===== src/rtl/mel_log_compress.sv =====
// mel_log_compress -- log2 compression of one mel frame.
//
// Accepts NBANDS unsigned band energies on a valid/ready handshake, converts
// them one band per cycle to an unsigned Q8.8 base-2 logarithm (leading-one
// position + linear Mitchell mantissa) and presents the whole frame in
// parallel until the downstream stage takes it.
//
// Optional feature macro: MEL_LOG_DB_EN
//   defined   -> each log2 result is scaled by 771/256 (~10*log10(2)), which
//                adds one register stage (frame latency NBANDS+2 edges)
//   undefined -> raw log2 Q8.8, latency NBANDS+1, no multiplier
//
// Ports
//   clk, reset_n      rising-edge clock, async active-low reset
//   s_valid/s_ready   input frame handshake; in[] sampled on the accept edge
//   in[NBANDS]        IN_W-bit band energies
//   m_valid/m_ready   output frame handshake
//   out[NBANDS]       16-bit Q8.8 log results, held between frames

// Single-band converter: {4'b0, p, frac} where p = leading-one position and
// frac = the bits below the leading one, left-aligned (truncated / zero-padded).
module mel_log2_conv #(
  parameter int IN_W   = 16,
  parameter int FRAC_W = 8
) (
  input  logic [IN_W-1:0] x,
  output logic [15:0]     y
);
  logic [15:0] x16;
  logic [3:0]  p;

  always_comb begin
    x16 = 16'(x);
    p   = '0;
    for (int i = 0; i < 16; i++)
      if (x16[i]) p = 4'(i);
    // Shift the leading one up to bit 15; the next FRAC_W bits are the
    // mantissa. x=0 falls out naturally as 0x0000.
    y = 16'({p, FRAC_W'((x16 << (4'd15 - p)) >> (15 - FRAC_W))});
  end
endmodule

module mel_log_compress #(
  parameter int NBANDS = 40,
  parameter int IN_W   = 16,
  parameter int FRAC_W = 8
) (
  input  logic                          clk,
  input  logic                          reset_n,
  input  logic                          s_valid,
  output logic                          s_ready,
  input  logic [NBANDS-1:0][IN_W-1:0]   in,
  output logic                          m_valid,
  input  logic                          m_ready,
  output logic [NBANDS-1:0][15:0]       out
);
  localparam int KW = (NBANDS > 1) ? $clog2(NBANDS) : 1;
`ifdef MEL_LOG_DB_EN
  localparam int STAGES = 1;
`else
  localparam int STAGES = 0;
`endif

  typedef enum logic [1:0] {IDLE, PROC, DONE} state_t;
  state_t state, state_nxt;

  logic [NBANDS-1:0][IN_W-1:0] fbuf;
  logic [KW-1:0]               k;
  logic                        issued;   // last band has entered the pipe
  logic                        issue;
  logic                        last0;
  logic [15:0]                 l2;

  // Stage 0 is the combinational conversion; stage STAGES writes out[].
  logic [STAGES:0]             vld_pipe;
  logic [STAGES:0]             last_pipe;
  logic [KW-1:0]               wr_idx;
  logic [15:0]                 wr_data;

  assign issue = (state == PROC) && !issued;
  assign last0 = (k == KW'(NBANDS-1));

  mel_log2_conv #(.IN_W(IN_W), .FRAC_W(FRAC_W)) u_conv (
    .x (fbuf[k]),
    .y (l2)
  );

`ifdef MEL_LOG_DB_EN
  logic          vld_q, last_q;
  logic [KW-1:0] idx_q;
  logic [15:0]   l2_q;

  always_ff @(posedge clk or negedge reset_n) begin
    if (!reset_n) begin
      vld_q  <= 1'b0;
      last_q <= 1'b0;
      idx_q  <= '0;
      l2_q   <= '0;
    end else begin
      vld_q  <= issue;
      last_q <= last0;
      idx_q  <= k;
      l2_q   <= l2;
    end
  end

  assign vld_pipe  = {vld_q, issue};
  assign last_pipe = {last_q, last0};
  assign wr_idx    = idx_q;
  // x771 >> 8, truncated; max 0x0FFF -> 0x302D so 16 bits suffice.
  assign wr_data   = 16'((32'(l2_q) * 32'd771) >> 8);
`else
  assign vld_pipe  = issue;
  assign last_pipe = last0;
  assign wr_idx    = k;
  assign wr_data   = l2;
`endif

  // State register
  always_ff @(posedge clk or negedge reset_n) begin
    if (!reset_n) state <= IDLE;
    else          state <= state_nxt;
  end

  // Next state: PROC ends on the edge that writes the last band.
  always_comb begin
    state_nxt = state;
    case (state)
      IDLE: if (s_valid) state_nxt = PROC;
      PROC: if (vld_pipe[STAGES] && last_pipe[STAGES]) state_nxt = DONE;
      DONE: if (m_ready) state_nxt = IDLE;
      default: state_nxt = IDLE;
    endcase
  end

  // Outputs
  always_comb begin
    s_ready = (state == IDLE);
    m_valid = (state == DONE);
  end

  // Frame buffer, band index and result array
  always_ff @(posedge clk or negedge reset_n) begin
    if (!reset_n) begin
      fbuf   <= '0;
      k      <= '0;
      issued <= 1'b0;
      out    <= '0;
    end else begin
      if (state == IDLE && s_valid) begin
        fbuf   <= in;
        k      <= '0;
        issued <= 1'b0;
      end else if (issue) begin
        if (last0) issued <= 1'b1;
        else       k      <= k + 1'b1;
      end
      if (vld_pipe[STAGES]) out[wr_idx] <= wr_data;
    end
  end
endmodule


===== config.mk =====
export PLATFORM = sky130hd
export DESIGN_NAME = mel_log_compress
export DESIGN_NICKNAME = d
export VERILOG_FILES = /design/src/rtl/mel_log_compress.sv
export SDC_FILE = /design/constraint.sdc
export NUM_CORES = 2
export LEC_CHECK = 0
export CAP_MARGIN = 20
export CORE_AREA = 2 2 499 501
export CTS_CLUSTER_SIZE = 16
export DETAILED_ROUTE_END_ITERATION = 8
export DIE_AREA = 0 0 501 503
export HOLD_SLACK_MARGIN = 0.1
export PLACE_DENSITY = 0.44
export SYNTH_ARGS = -nofsm -noshare
export SYNTH_HDL_FRONTEND = slang
export SYNTH_HIERARCHICAL = 1
export SYNTH_SLANG_ARGS = --single-unit

===== constraint.sdc =====
create_clock -name clk -period 4.35 [get_ports clk]
set_input_delay 0.435 -clock clk [delete_from_list [all_inputs] [get_ports clk]]
set_output_delay 0.435 -clock clk [all_outputs]
set_load 0.03 [all_outputs]

==> results_dict.tcl <==
set metrics [dict create \
    grt_usage_pct 20.0 \
    die_w_um 501 \
    cts_max_path_buffers 3 \
    synth_mux_area_share_pct 30.6 \
    clk_latency_ns 0.81 \
    syn_area_mm2 0.0544 \
    power_switching_w 0.0365 \
    stdcell_count 8615 \
    syn_area_per_cell_um2 14.9 \
    tritoncts "done" \
    dp.cells 8270 \
    ios 1286 \
    layout_common_cells "mux2_2, dfrtp_1, clkdlybuf4s50_1" \
    synth_edf_count 0 \
    synth_top_family_by_area "multiplexers" \
    finalNetCount 5885 \
    worst-setup-path-type "flip-flop to flip-flop" \
    fin_util_pct 32.3 \
    yosysWarningCount 6 \
    h-tree-depth 4 \
    grt_max_degree 118 \
    rsz0062_at_grt "true" \
    synth_compound_area_share_pct 4.90 \
    fin_crit_ns 4.83 \
    status "finished, violations left" \
    combPwrFrac_pct 58.8 \
    cts-root-buf "clkbuf_16" \
    async_flop_share_pct 100 \
    violations "negative setup slack" \
    synthXorXnorAreaFrac_pct 0.0644 \
    place.gp.congestion 0.847 \
    io_buffers 1285 \
    intPower_w 0.0458 \
    synthDistinctLibCells 78 \
    cts_buffers 154 \
    hold_ws_ns 0.162 \
    final_hold_viol_count 0 \
    worst_setup_path_end_kind "flip-flop" \
    hpwl_mm 197 \
    mostFrequentLayoutCell "mux2_2" \
    rows 183 \
    path_max_fanout 40 \
    drt_iter0_markers 2180 \
    hold_path_class "primary input to asynchronous set/reset pin" \
    synthAdderAreaFrac_pct 0.0230 \
    grt_overflow 0 \
    clock_power_share_pct 15.8 \
    final-setup-viol-count 400 \
    dieArea_mm2 0.252 \
    powerDensity_mw_per_mm2 1030 \
    grt_pass1_vias 40802 \
    tightest_slew_ns 1.03 \
    ys_seq_elements 1289 \
    cp_data_arrival_time_ns 5.51 \
    pwr-share-seq_pct 25.4 \
    dr_total_vias 38682 \
    antenna_left 0 \
    avgRoutedWirePerCell_um 30.1 \
    wl_mm 259 \
    die_height_um 503 \
    coreArea_mm2 0.247 \
    cts_sinks 1289 \
    layout-drive-gt1-share_pct 40.4 \
    drt-pass1-iter-count 5 \
    peakVddDrop_uv 1800 \
    ys.flop_type "dfrtp_1" \
    worstPathRequired_ns 5.03 \
    area_delta_synth_final_pct 46.7 \
    fmax_mhz 207 \
    clkTransAtPathRegs_ns 0.06 \
    netlist_instances 3657 \
    fin_worst_skew_ns 0.0475 \
    start_util_pct 22.0 \
    p_leak_nw 33.8 \
    route.detailed.drc 0 \
    switching_share_pct 44.4 \
    finalCritPeriodShare_pct 111 \
    ys_seq_area_share_pct 59.3 \
    drv_slew 0 \
    critPathLaunchType "flip-flop" \
    worst_slack_ns -0.483 \
    maxCapViolCount 0 \
    antenna_found_initial 97 \
    via_per_inst 4.49 \
    synth-simple-area-share_pct 2.44 \
    slew_headroom_pct 31.1 \
    grt_pass1_wl_mm 351 \
]
path summary, 6_finish.rpt:
kind	slack (ns)	startpoint	endpoint	depth (start not counted)
setup / recovery	-0.48	k[1]$_DFFE_PN0P_	out[583]$_DFFE_PN0P_	18
hold / removal	0.16	reset_n	fbuf[391]$_DFFE_PN0P_	2
setup reg to reg	-0.48	k[1]$_DFFE_PN0P_	out[583]$_DFFE_PN0P_	18
hold reg to reg	0.49	out[622]$_DFFE_PN0P_	out[622]$_DFFE_PN0P_	1
max in group asynchronous	2.78	reset_n	out[521]$_DFFE_PN0P_	3
min in group clk	0.24	in[140]	fbuf[140]$_DFFE_PN0P_	2
Yosys cell counts, types with 10 or more instances:
cell | instances | share of area (%)
inv_1 | 13 | 0.090
dfrtp_1 | 1289 | 59
nor2_1 | 55 | 0.38
a21oi_1 | 37 | 0.34
o22a_1 | 11 | 0.18
nand2_1 | 58 | 0.40
nand3_1 | 20 | 0.18
buf_4 | 24 | 0.33
o22ai_1 | 33 | 0.38
o21ai_0 | 48 | 0.44
a31oi_1 | 10 | 0.12
mux2i_1 | 85 | 1.6
a22oi_1 | 61 | 0.84
clkbuf_1 | 113 | 0.78
a221oi_1 | 82 | 1.3
a221o_1 | 12 | 0.22
mux4_2 | 31 | 1.3
mux2_2 | 1337 | 28
nand2_2 | 40 | 0.46
buf_2 | 145 | 1.3
flip-flops by register name, summed over array words and instances, names as in the netlist:
register  cells
issued        1
fbuf        640
state         2
k             6
out         640
power groups by stage:
stage               registers, W  logic [W]  clock network, W
CTS                       0.0210     0.0484            0.0134
detailed placement        0.0212     0.0452                 0
floorplan                 0.0251     0.0163                 0
global route              0.0216     0.0513            0.0139
global placement          0.0210     0.0449                 0
finish                    0.0209     0.0484            0.0130
critical path: stages, from the launching register on:
cell and delay, ns:
dfrtp_4 0.57, buf_12 0.16, buf_4 0.13, buf_4 0.13
buf_4 0.19, mux4_2 0.31, mux2i_1 0.39, buf_4 0.19
o22ai_1 0.07, nand4b_1 0.34, nor4_1 0.34, a211o_1 0.28
buf_4 0.14, buf_4 0.09, mux2i_1 0.24, mux2i_1 0.16
a211o_2 0.39, buf_12 0.17, mux2_2 0.32
logic make-up after synthesis:
family                     after synthesis
AOI/OAI and AO/OA                      357
xor gates and xnor gates                 4
adders and majority gates                1
buffers and inverters                  305
DFF                                   1289
muxes                                 1456
other                                    1
and+or+nand+nor                        244
metrics by stage:
stage | cell area (µm²) | power (W) | TNS (ns) | setup slack [ns]
6_report | 79800 | 0.0823 | -132.62 | -0.483
4_1_cts | 79500 | 0.0827 | -117.35 | -0.435
3_5_place_dp | 73800 | 0.0664 | -280.12 | -0.813
5_1_grt | 79800 | 0.0868 | -182.45 | -0.577
3_3_place_gp | 73800 | 0.0660 | -259.58 | -0.731
2_1_floorplan | 54400 | 0.0414 | 0 | 0.376
what timing repair did:
item | 4_1_cts | 5_1_grt
gates cloned | 3 | 3
pin swaps | 9 | 7
hold buffers | 1 | 0
setup endpoints to repair | 479 | 475
hold endpoints to repair | 149 | 0
buffers inserted | 37 | 9
resized for setup | 73 | 24
cell type report:
class | instances | area, µm²
multi-input combinational | 2066 | 21200
tap | 3237 | 4050
fill | 24594 | 167000
clock buffer | 226 | 4360
timing repair buffer | 1715 | 17200
sequential | 1289 | 32300
inverter | 14 | 57.6
clock inverter | 44 | 633
antenna | 24 | 60.1
per-layer routing:
metal	vias up	part of all wire (%)	track usage, %
met3	356	7.0	5.65
met2	1336	50	35.2
met1	20302	40	23.8
li1	16596	-	-
met4	92	2.4	4.90
met5	-	0.21	0
Power figures use the tool's default switching activity.
